## src/rtl/uart_rx_ctrl.sv

```systemverilog
// UART receiver control: frame-safe configuration handoff, receive FIFO with
// valid/ready output, and parity/stop error statistics.
module uart_rx_ctrl #(
   parameter int unsigned DEPTH        = 4,
   parameter int unsigned DATA_W       = 8,
   parameter logic [5:0]  PRESCALE_RST = 6'd8,
   parameter logic        PAR_EN_RST   = 1'b1,
   parameter logic        PAR_TYP_RST  = 1'b0,
   localparam int unsigned PTR_W       = $clog2(DEPTH),
   localparam int unsigned LVL_W       = PTR_W + 1
) (
   input  logic              CLK,
   input  logic              RST,
   // configuration request
   input  logic              cfg_req,
   input  logic              cfg_par_en,
   input  logic              cfg_par_typ,
   input  logic [5:0]        cfg_prescale,
   output logic              cfg_busy,
   output logic              cfg_ack,
   // RX core control
   input  logic              rx_busy,
   output logic              rx_en,
   output logic              par_en,
   output logic              par_typ,
   output logic [5:0]        prescale,
   // RX core results
   input  logic [DATA_W-1:0] rx_data,
   input  logic              rx_valid,
   input  logic              par_err,
   input  logic              stp_err,
   // data output stream
   output logic [DATA_W-1:0] m_data,
   output logic              m_valid,
   input  logic              m_ready,
   output logic [LVL_W-1:0]  fifo_level,
   // statistics
   output logic              overflow,
   output logic [7:0]        par_err_cnt,
   output logic [7:0]        stp_err_cnt,
   input  logic              clr_stat
);

   typedef enum logic [1:0] {
      ST_RUN   = 2'd0,
      ST_HOLD  = 2'd1,
      ST_APPLY = 2'd2
   } state_e;

   // ------------------------------------------------------------------
   // Configuration FSM
   // ------------------------------------------------------------------
   state_e     state_q, state_d;
   logic       cfg_busy_q, cfg_busy_d;
   logic       cfg_ack_q, cfg_ack_d;
   logic       rx_en_q, rx_en_d;
   logic       pend_par_en_q, pend_par_en_d;
   logic       pend_par_typ_q, pend_par_typ_d;
   logic [5:0] pend_prescale_q, pend_prescale_d;
   logic       par_en_q, par_en_d;
   logic       par_typ_q, par_typ_d;
   logic [5:0] prescale_q, prescale_d;

   always_comb begin
      // NOTE: every always_comb output gets a default first, so no path can infer a latch.
      state_d         = state_q;
      cfg_busy_d      = cfg_busy_q;
      cfg_ack_d       = 1'b0;
      rx_en_d         = rx_en_q;
      pend_par_en_d   = pend_par_en_q;
      pend_par_typ_d  = pend_par_typ_q;
      pend_prescale_d = pend_prescale_q;
      par_en_d        = par_en_q;
      par_typ_d       = par_typ_q;
      prescale_d      = prescale_q;
      case (state_q)
         ST_RUN: begin
            if (cfg_req) begin
               state_d         = ST_HOLD;
               pend_par_en_d   = cfg_par_en;
               pend_par_typ_d  = cfg_par_typ;
               pend_prescale_d = cfg_prescale;
               cfg_busy_d      = 1'b1;
               rx_en_d         = 1'b0;
            end
         end
         ST_HOLD: begin
            // Wait for the frame in flight to finish before switching settings.
            if (!rx_busy) begin
               state_d    = ST_APPLY;
               par_en_d   = pend_par_en_q;
               par_typ_d  = pend_par_typ_q;
               prescale_d = pend_prescale_q;
               cfg_ack_d  = 1'b1;
            end
         end
         ST_APPLY: begin
            state_d    = ST_RUN;
            cfg_busy_d = 1'b0;
            rx_en_d    = 1'b1;
         end
         default: begin
            state_d    = ST_RUN;
            cfg_busy_d = 1'b0;
            rx_en_d    = 1'b1;
         end
      endcase
   end

   always_ff @(posedge CLK) begin
      // NOTE: sequential state uses non-blocking assignments so every flop samples pre-edge values.
      if (RST) begin
         state_q         <= ST_RUN;
         cfg_busy_q      <= 1'b0;
         cfg_ack_q       <= 1'b0;
         rx_en_q         <= 1'b1;
         pend_par_en_q   <= PAR_EN_RST;
         pend_par_typ_q  <= PAR_TYP_RST;
         pend_prescale_q <= PRESCALE_RST;
         par_en_q        <= PAR_EN_RST;
         par_typ_q       <= PAR_TYP_RST;
         prescale_q      <= PRESCALE_RST;
      end else begin
         state_q         <= state_d;
         cfg_busy_q      <= cfg_busy_d;
         cfg_ack_q       <= cfg_ack_d;
         rx_en_q         <= rx_en_d;
         pend_par_en_q   <= pend_par_en_d;
         pend_par_typ_q  <= pend_par_typ_d;
         pend_prescale_q <= pend_prescale_d;
         par_en_q        <= par_en_d;
         par_typ_q       <= par_typ_d;
         prescale_q      <= prescale_d;
      end
   end

   assign cfg_busy = cfg_busy_q;
   assign cfg_ack  = cfg_ack_q;
   assign rx_en    = rx_en_q;
   assign par_en   = par_en_q;
   assign par_typ  = par_typ_q;
   assign prescale = prescale_q;

   // ------------------------------------------------------------------
   // Receive FIFO and statistics
   // ------------------------------------------------------------------
   logic [DATA_W-1:0] mem_q [DEPTH];
   logic [PTR_W-1:0]  wr_ptr_q, wr_ptr_d;
   logic [PTR_W-1:0]  rd_ptr_q, rd_ptr_d;
   logic [LVL_W-1:0]  count_q, count_d;
   logic              overflow_q, overflow_d;
   logic [7:0]        par_cnt_q, par_cnt_d;
   logic [7:0]        stp_cnt_q, stp_cnt_d;
   logic              full, pop, push, drop;

   always_comb begin
      full = (count_q == LVL_W'(DEPTH));
      pop  = m_valid & m_ready;
      // A full FIFO still accepts a byte when the head leaves in the same cycle.
      push = rx_valid & (!full | pop);
      drop = rx_valid & full & !pop;

      wr_ptr_d = push ? wr_ptr_q + PTR_W'(1) : wr_ptr_q;
      rd_ptr_d = pop  ? rd_ptr_q + PTR_W'(1) : rd_ptr_q;
      count_d  = count_q + LVL_W'(push) - LVL_W'(pop);

      if (clr_stat) begin
         overflow_d = 1'b0;
         par_cnt_d  = 8'd0;
         stp_cnt_d  = 8'd0;
      end else begin
         overflow_d = overflow_q | drop;
         par_cnt_d  = (par_err && par_cnt_q != 8'hFF) ? par_cnt_q + 8'd1 : par_cnt_q;
         stp_cnt_d  = (stp_err && stp_cnt_q != 8'hFF) ? stp_cnt_q + 8'd1 : stp_cnt_q;
      end
   end

   always_ff @(posedge CLK) begin
      if (RST) begin
         wr_ptr_q   <= '0;
         rd_ptr_q   <= '0;
         count_q    <= '0;
         overflow_q <= 1'b0;
         par_cnt_q  <= 8'd0;
         stp_cnt_q  <= 8'd0;
      end else begin
         wr_ptr_q   <= wr_ptr_d;
         rd_ptr_q   <= rd_ptr_d;
         count_q    <= count_d;
         overflow_q <= overflow_d;
         par_cnt_q  <= par_cnt_d;
         stp_cnt_q  <= stp_cnt_d;
      end
   end

   // NOTE: storage is not reset; stale entries are never visible because m_data is masked when empty.
   always_ff @(posedge CLK) begin
      if (push) begin
         mem_q[wr_ptr_q] <= rx_data;
      end
   end

   assign m_valid     = (count_q != '0);
   assign m_data      = m_valid ? mem_q[rd_ptr_q] : '0;
   assign fifo_level  = count_q;
   assign overflow    = overflow_q;
   assign par_err_cnt = par_cnt_q;
   assign stp_err_cnt = stp_cnt_q;

endmodule

```

## config.mk

```make
export PLATFORM = sky130hd
export DESIGN_NAME = uart_rx_ctrl
export DESIGN_NICKNAME = d
export VERILOG_FILES = /design/src/rtl/uart_rx_ctrl.sv
export SDC_FILE = /design/constraint.sdc
export NUM_CORES = 1
export LEC_CHECK = 0
export CAP_MARGIN = 30
export CORE_AREA = 5 5 100 79
export DETAILED_ROUTE_END_ITERATION = 6
export DIE_AREA = 0 0 105 84
export PLACE_DENSITY = 0.86
export SETUP_SLACK_MARGIN = 0.1
export SLEW_MARGIN = 20
export SYNTH_ARGS = -nofsm -noshare
export SYNTH_HDL_FRONTEND = slang
export SYNTH_SLANG_ARGS = --single-unit
```

## constraint.sdc

```tcl
create_clock -name CLK -period 3 [get_ports CLK]
set_input_delay 0.9 -clock CLK [delete_from_list [all_inputs] [get_ports CLK]]
set_output_delay 0.9 -clock CLK [all_outputs]
set_load 0.02 [all_outputs]
```

After elaboration in Yosys (flattened, before gate mapping)
Memories as Yosys holds them, arrays and structs flattened. A register that Yosys moved wholly into a read port is not among the register bits.
Cells that the tools add are included.
{ "word_totals": {"register_bits": 45, "ramBits": 32, "output_inout_bits": 40, "elab_cells": 62, "memories": 1} }
{ "classes": {"addsub": 6, "eq_ne": 6, "n_mux": 13, "bitwise_logic": 8, "n_reduce_logical": 12} }
{ "memory_table": {"columns": ["name", "depth", "width", "rd", "rd_clocked_by_memory_dff", "write_ports", "line_no", "rtl"], "rows": [
  ["mem_q", 4, 8, 1, 1, 1, "147", "logic [DATA_W-1:0] mem_q [DEPTH];"]
]} }
{ "ops": {"columns": ["operator", "count"], "rows": [
  ["adder 8 x 1 -> 8 bit, second input constant", 2],
  ["!= test 8 bit, second input constant", 2],
  ["2-to-1 mux 2 bit", 4],
  ["2-to-1 mux 8 bit", 1],
  ["AND reduction 2 bit", 4],
  ["2-to-1 mux 1 bit", 5],
  ["adder 2 x 1 -> 2 bit, second input constant", 2],
  ["AND 1 bit", 4],
  ["!= test 2 bit, second input constant", 2],
  ["case mux 1 bit (2 select lines)", 2],
  ["case mux 2 bit (2 select lines)", 1],
  ["OR reduction 2 bit", 2],
  ["adder 3 x 1 -> 3 bit", 1],
  ["equality test 3 bit, second input constant", 1],
  ["nonzero test 3 bit", 1],
  ["subtractor 3 x 1 -> 3 bit", 1],
  ["equality test 2 x 1 -> 1 bit, second input constant", 1],
  ["logical AND 1 bit", 2],
  ["zero test 1 bit", 2],
  ["zero test 2 bit", 1],
  ["NOT 1 bit", 2],
  ["OR 1 bit", 2]
]} }

Logic depth before layout (Yosys ltp)
Gate-level depths: netlist (run 1).
{ "depth": {"ltp_word": 6, "mapped_depth": 11, "mapped_depth_nobuf": 11} }

Worst setup path after synthesis (run 1)
OpenSTA, ideal clock, no wires.
{ "synth_path": {"path_type": "in2reg", "startpoint": "in m_ready", "endpoint": "reg count_q[2] (netlist: fifo_level[2])", "arrival_time_ps": 2514, "setup_slack_ps": 408, "stages": 11, "cell_sequence": "nor4b_2 > nor2_1 > inv_1 > ha_1 > inv_1 > ha_1 > inv_1 > fa_1 > xor2_1 > and2_1 > nor3_1"} }
{ "synth_via": {"elab_chain_len": 5} }
{ "synth_lines": {"columns": ["item", "line_no", "rtl"], "rows": [
  ["from (decl)", "35", "input logic m_ready,"],
  ["AND 1 bit *", "158", "pop = m_valid & m_ready;"],
  ["OR 1 bit", "160", "push = rx_valid & (!full | pop);"],
  ["AND 1 bit", "160", null],
  ["adder 3 x 1 -> 3 bit", "165", "count_d = count_q + LVL_W'(push) - LVL_W'(pop);"],
  ["subtractor 3 x 1 -> 3 bit *", "165", null],
  ["to (signal assigned)", "189", "count_q <= count_d;"],
  ["to (decl)", "150", "logic [LVL_W-1:0] count_q, count_d;"]
]} }
Mark *: on every way between the ends. The rest lies on a longest branch, timed or not.
A chain may end at the register's enable or synchronous reset.

Worst setup path in the final report (run 1)
{ "layout_path": {"startpoint": "in rx_valid", "endpoint": "reg count_q[2] (netlist: fifo_level[2])"} }
{ "layout_via": {"elab_chain_len": 3} }
{ "layout_lines": {"columns": ["item", "line_no", "rtl"], "rows": [
  ["from (decl)", "29", "input logic rx_valid,"],
  ["AND 1 bit", "160", null],
  ["adder 3 x 1 -> 3 bit", "165", null],
  ["subtractor 3 x 1 -> 3 bit", "165", null]
]} }
Every way passes these cells.

==> results.md, run 1 <==
- Status: complete, no violations
- Diode count: 0
- CORE AREA: 6960 sq um
- CTS Sinks: 79
- Critical path required time: around 3.3 ns
- Fill count: 565
- Overall Power: around 2.7 mW
- Internal Power: 1.86 mW
- Worst path cell trace: clkdlybuf4s50_1 > inv_1 > nor2_1 > inv_1 > ha_1 > inv_1 > ha_1 > inv_1 > fa_1 > xor2_1 > and2_1 > nor3_1
- Nets: 375
- Reg power frac: 47.8%
- Mapped Nets: 302
- Hold Vio Cnt, Final: 0
- First-pass GRT wire length: 10,800 microns
- CP Buf/Inv Count: 5
- Mean post-synth cell area: 12.2 sq um
- Post-synthesis xor/xnor area fraction: 0.802%
- RePlAce Congestion: 0.877
- I/O pins: 65
- Die area: 8820 sq um
- Die Wd: 105 microns
- Highest-count cells in the layout ignoring fill and taps: clkdlybuf4s50_1, dfxtp_1, edfxtp_1
- PnR worst setup slack: 0.227 ns
- 1st-pass router iterations: 4
- CTS max path bufs: 2
- Clk_lat worst skew: between 0.3 and 0.4 ns
- Total gr overflow: 0
- Hold buffers post-CTS: 0
- Final min period: 2.77 ns
- Min Hold Slack: 0.463 ns
- Largest family of logic cells by synthesized area: simple AND/OR/NAND/NOR gates
- Synthesis-to-layout area growth: 29.1%
- Final setup vio count: 0
- Switching share of total power: a little under a third
- Largest net degree at the start of global routing: 30
- Post-synthesis cell area: roughly 3300 sq um
- Starting DRT DRC Count: approximately 110
- Pwr/cell area: 634 nW/um^2
- Layout cells sized above 1: 11.0%
- Hold Path Class: reg2reg
- Pre-CTS setup slack: -0.172 ns
- Vias: 2,341
- GRT Total Usage: 15.3%
- Final Util: roughly three fifths
- Most common cell after layout, fill and taps aside: clkdlybuf4s50_1
- Remaining DRCs: 0
- Register area share after synthesis: 58.1%
- Worst slew pin tran: around 0.52 ns
- CP Data Arrival Time: 3.04 ns
- CP most frequent cell: inv_1
- CTS tree: built
- VDD IR max: 402 uV
- Final worst-path cycle share: 92.4%
- Yosys reg bits: 79
- Worst slew margin: 64.6%
- Max-Cap Viols: 0
- Placed cells: 416
- Finished Cell Area: 4230 sq um
- Placed instance area: 4030 sq um
- Clock root buffer: clkbuf_8
- WS Path Type: in2reg
- H-tree depth: 3
- Lkg Pwr: 1.55 nW
- Switch Pwr: 0.822 mW
- Area of the multi-input gates: 1280 sq um
- CP max-delay cell: clkdlybuf4s50_1
- Final Max Tran Viols: 0
- Simple-gate share of the synthesized area: 15.2%
- YS warnings: 0
- Starting Density: 47.1%
- Setup TNS Final: 0 ns
- Synth Area in Compound Gates: 8.06%
- Syn Inst Count: 268
- RSZ-0062 raised after global routing: false
- Post-synthesis mux area share: between 10 and 15%
- Post-synthesis adder-cell area fraction: 3.67%
- CP peak stage delay: approximately 0.47 ns
- Critical path capture point type: register
- Via count of the first global-routing pass: 2,281
- Netlist cell types: 42
- Post-route ant nets: 0
- Routed wire length per instance: 15.2 microns
- Top Family by Delay on Critical Path: adder cells
- DPL Wire Length: 4680 microns
- Setup Skew: 0.0103 ns
- Critical Path Fanout Max: 3
- Routed wire length: approximately 6600 microns
- Startpoint Class: primary input
- Combinational share of power: between 20% and 30%
- CTS Buf Count: 9
- Reg clk slew, reported paths: 0.09 ns
- Fmax achieved: 361 MHz
- Die height: 84 microns
- Sequential cell area: 1900 sq um
- Fin cells: 433
- PortBufs: 64
- Via density: 5.41
- Clock power frac: 26.6%
- # rows: 27
- Initial antenna violation count: 0
-- cell type report --
class | instances | area share, %
Sequential cell | 79 | 45.0
Multi-Input combinational cell | 165 | 30.4
Timing Repair Buffer | 74 | 16.8
Clock buffer | 9 | 2.93
Tap cell | 87 | 2.58
Clock inverter | 7 | 1.27
Inverter | 12 | 1.07
-- kinds of logic after synthesis --
family | count (synthesis)
AND/OR/NAND/NOR | 90
flip-flops | 79
AO/OA/AOI/OAI | 37
multiplexers | 26
buffers and inverters | 24
adder cells (fa/ha/maj) | 9
XOR/XNOR | 3
-- power by group through the flow --
stage | combinational (mW) | clock [mW] | sequential, mW
6_report | 0.686 | 0.713 | 1.28
3_5_place_dp | 0.724 | 0 | 1.30
5_1_grt | 0.746 | 0.787 | 1.29
3_3_place_gp | 0.705 | 0 | 1.29
2_1_floorplan | 0.415 | 0 | 1.30
4_1_cts | 0.683 | 0.731 | 1.27
-- worst paths after layout --
check | from | slack, ns | end | cells past startpoint
min reg2reg | pend_prescale_q[3]$_SDFFE_PP1P_ | 0.46 | prescale[3]$_SDFFE_PP1P_ | 1
min | pend_prescale_q[3]$_SDFFE_PP1P_ | 0.46 | prescale[3]$_SDFFE_PP1P_ | 1
max reg2reg | fifo_level[1]$_SDFF_PP0_ | 0.61 | fifo_level[2]$_SDFF_PP0_ | 11
max | rx_valid | 0.23 | fifo_level[2]$_SDFF_PP0_ | 12
-- synth_stat cells (all sizes together) --
library cell  number  area share [%]
buf                7             1.2
ha                 8             3.1
o21ai              6            0.92
or4b               1            0.42
mux4               8             5.5
edfxtp            32              29
o211a              1            0.31
nand4              1            0.19
a41oi              4             1.1
and4               5             1.3
and3               5            0.96
or3                3            0.57
inv               12             1.4
a21oi              7             1.1
nor3              10             1.7
dfxtp             47              29
nor3b              2            0.61
nor2b             15             2.9
nand2             12             1.4
a2111o             1            0.34
or2                1            0.19
clkbuf             5            0.57
nor2              21             2.4
a21boi             1            0.23
o31ai              2            0.46
a31oi              3            0.57
o2111a             1            0.34
nand3             10             1.5
a211oi             5             1.1
fa                 1            0.61
o311ai             1            0.27
nand2b             1            0.19
mux2i             18             5.5
xor2               3            0.80
a211o              5             1.3
nor4b              2            0.73
and2               1            0.19
-- sequential cells by signal (all words and copies together) (netlist names), 2 cells and up, named ones only --
name	flops
fifo_level	3
mem_q	32
par_err_cnt	8
pend_prescale_q	6
prescale	6
rd_ptr_q	2
state_q	2
stp_err_cnt	8
wr_ptr_q	2
-- repair_timing --
action / in CTS / in global routing
gates resized for setup: 8 / 3
buffers inserted: 0 / 1
pin swaps: 0 / 1
endpoints found under the setup margin: 8 / 2
-- routing by layer --
metal | vias up | global-route usage, % | share of wire [%]
li1 | 1134 | - | -
met1 | 1125 | 18.9 | 45
met2 | 75 | 25.3 | 49
met3 | 7 | 5.80 | 5.6
met4 | 0 | 4.07 | 0.64
met5 | - | 0 | 0
Note: power is estimated with default switching activity, not from simulation.
==> run 2, diff against run 1 <==
--- a/config.mk
+++ b/config.mk
@@ -5,13 +5,13 @@
 export SDC_FILE = /design/constraint.sdc
 export NUM_CORES = 1
 export LEC_CHECK = 0
-export CAP_MARGIN = 30
+export CAP_MARGIN = 0
 export CORE_AREA = 5 5 100 79
 export DETAILED_ROUTE_END_ITERATION = 6
 export DIE_AREA = 0 0 105 84
 export PLACE_DENSITY = 0.86
 export SETUP_SLACK_MARGIN = 0.1
-export SLEW_MARGIN = 20
+export SLEW_MARGIN = 15
 export SYNTH_ARGS = -nofsm -noshare
 export SYNTH_HDL_FRONTEND = slang
 export SYNTH_SLANG_ARGS = --single-unit
==> results of run 2 <==
The final DEF is identical to that of run 1; final timing and power are the same.
==> run 3, diff against run 2 <==
--- a/config.mk
+++ b/config.mk
@@ -9,8 +9,9 @@
 export CORE_AREA = 5 5 100 79
 export DETAILED_ROUTE_END_ITERATION = 6
 export DIE_AREA = 0 0 105 84
-export PLACE_DENSITY = 0.86
+export PLACE_DENSITY = 0.76
 export SETUP_SLACK_MARGIN = 0.1
+export SKIP_LAST_GASP = 1
 export SLEW_MARGIN = 15
 export SYNTH_ARGS = -nofsm -noshare
 export SYNTH_HDL_FRONTEND = slang
==> run 3 against run 2 <==
Effect of this change:
- sequential power is essentially flat
- sequential share of layout area decreased by 0.15 points
- fmax increased by 1.7%
- critical path type unchanged
==> results.md, run 3 (synthesis results as in run 1) <==
- Status: complete, no violations
- Max-Cap Viols: 0
- Routed wire length: about 6400 microns
- Diode count: 0
- CTS Buf Count: 9
- Final worst-path cycle share: 90.9%
- Post-route ant nets: 0
- 1st-pass router iterations: 4
- Hold Vio Cnt, Final: 0
- GRT Total Usage: 14.8%
- Beginning of the worst hold path: pend_par_en_q$_SDFFE_PP1P_
- Nets: 376
- Hold buffers post-CTS: 0
- Placed instance area: 4050 sq um
- Met1 usage: 18.7%
- Routed wire length per instance: 14.8 microns
- RR Startpoint: fifo_level[1]$_SDFF_PP0_
- CTS tree: built
- CTS Sinks: slightly below 80
- Worst slew margin: 70.4%
- CTS max path bufs: 2
- Resized Gates After CTS: 8
- Via count of the first global-routing pass: 2,196
- Fin cells: between 400 and 500
- # rows: 27
- I/O pins: 65
- Post-CTS setup buffer count: 0
- Startpoint Class: primary input
- DPL Wire Length: 4570 microns
- Die height: 84 microns
- Final min period: 2.73 ns
- Die area: roughly 8800 sq um
- PortBufs: 64
- Critical Path Fanout Max: 2
- Clock root buffer: clkbuf_8
- Lkg Pwr: 1.56 nW
- H-tree depth: 3
- Critical path required time: 3.28 ns
- Starting DRT DRC Count: 61
- Remaining DRCs: 0
- Via density: 5.27
- CORE AREA: 6960 sq um
- Met3 usage: 5.41%
- Finished Cell Area: about 4200 sq um
- Starting Density: 47.1%
- Setup TNS Final: 0 ns
- Reg clk slew, reported paths: 0.08 ns
- Largest net degree at the start of global routing: 25
- First-pass GRT wire length: roughly 11,000 microns
- RePlAce Congestion: 0.850
- WS Path Type: in2reg
- Fill count: 584
- Register bank with the most flops: mem_q
- Initial antenna violation count: 0
- Fmax achieved: between 300 and 400 MHz
- Placed cells: 418
- Layout cells sized above 1: 11.5%
- Busiest grt layer: met2
- RSZ-0062 raised after global routing: false
- Setup Skew: 0.00805 ns
- Most common cell after layout, fill and taps aside: clkdlybuf4s50_1
- VDD IR max: between 200 and 300 uV
- Pwr/cell area: 649 nW/um^2
- Critical path origin: m_ready
- Critical path capture point type: register
- Highest-count cells in the layout ignoring fill and taps: clkdlybuf4s50_1, dfxtp_1, edfxtp_1
- Hold Path Class: reg2reg
- Die Wd: 105 microns
- Worst slew pin tran: 0.444 ns
- Max FFs per register: 32
- Clk_lat worst skew: 0.35 ns
- Final Max Tran Viols: 0
- Total gr overflow: 0
- M2 GR Usage: 23.5%
- Synthesis-to-layout area growth: 29.5%
- Vias: 2,288
- CP Data Arrival Time: between 3 and 4 ns
- Final setup vio count: 0
==> run 3: cell count changes in the layout (fill, tap and decap cells not counted), sizes merged <==
cell           delta
clkinvlp          -1
bufinv            +1
dlymetal6s2s      -1
clkdlybuf4s50     +1
buf               +1
==> run 3: area by class of cell <==
type	count	area (sq um)	area share [%]
timing repair buffer	75	713	16.8
multi-input combinational	165	1270	29.9
clock inverter	7	77.6	1.83
tap	87	109	2.57
clock buffer	9	124	2.92
sequential	79	1900	44.9
inverter	12	45.0	1.06
==> run 3: power by group <==
group / internal, mW / total, mW / switching (mW) / leakage, nW
Sequential: 1.20 / 1.27 / 0.0682 / 0.677
Combinational: 0.352 / 0.693 / 0.341 / 0.780
Clock: 0.393 / 0.788 / 0.395 / 0.101
Total: 1.95 / 2.75 / 0.804 / 1.56
==> run 3: worst paths after layout <==
kind                         endpoint  slack, ns  cells after the start
max          fifo_level[2]$_SDFF_PP0_       0.27                     12
min               par_en$_SDFFE_PP1P_       0.46                      1
min reg2reg       par_en$_SDFFE_PP1P_       0.46                      1
max reg2reg  fifo_level[2]$_SDFF_PP0_       0.78                     11
==> run 3: worst max-delay path, cell delays in order <==
cell and delay [ns]:
clkdlybuf4s50_1 0.44, nor4b_2 0.28, nor2_1 0.07, inv_1 0.06
ha_1 0.22, inv_1 0.06, ha_1 0.13, inv_1 0.05
fa_1 0.36, xor2_1 0.16, and2_1 0.17, nor3_1 0.11
==> run 3: metrics by stage <==
step	hold WS, ns	setup slack, ns	util, %	power [mW]
floorplan	0.427	0.408	-	1.71
global placement	0.431	-0.0300	58.2	2.02
detailed placement	0.440	-0.0943	58.2	2.04
CTS	0.463	0.268	60.9	2.80
global route	0.484	0.138	60.9	2.91
finish	0.457	0.272	60.9	2.75
==> run 3: per-layer routing <==
| metal | vias up | wire [microns] | part of all wire [%] |
|---|---|---|---|
| li1 | 1143 | - | - |
| met1 | 1081 | 2900 | 45 |
| met2 | 56 | 3080 | 48 |
| met3 | 8 | 359 | 5.6 |
| met4 | 0 | 75 | 1.2 |
| met5 | - | 0 | 0 |
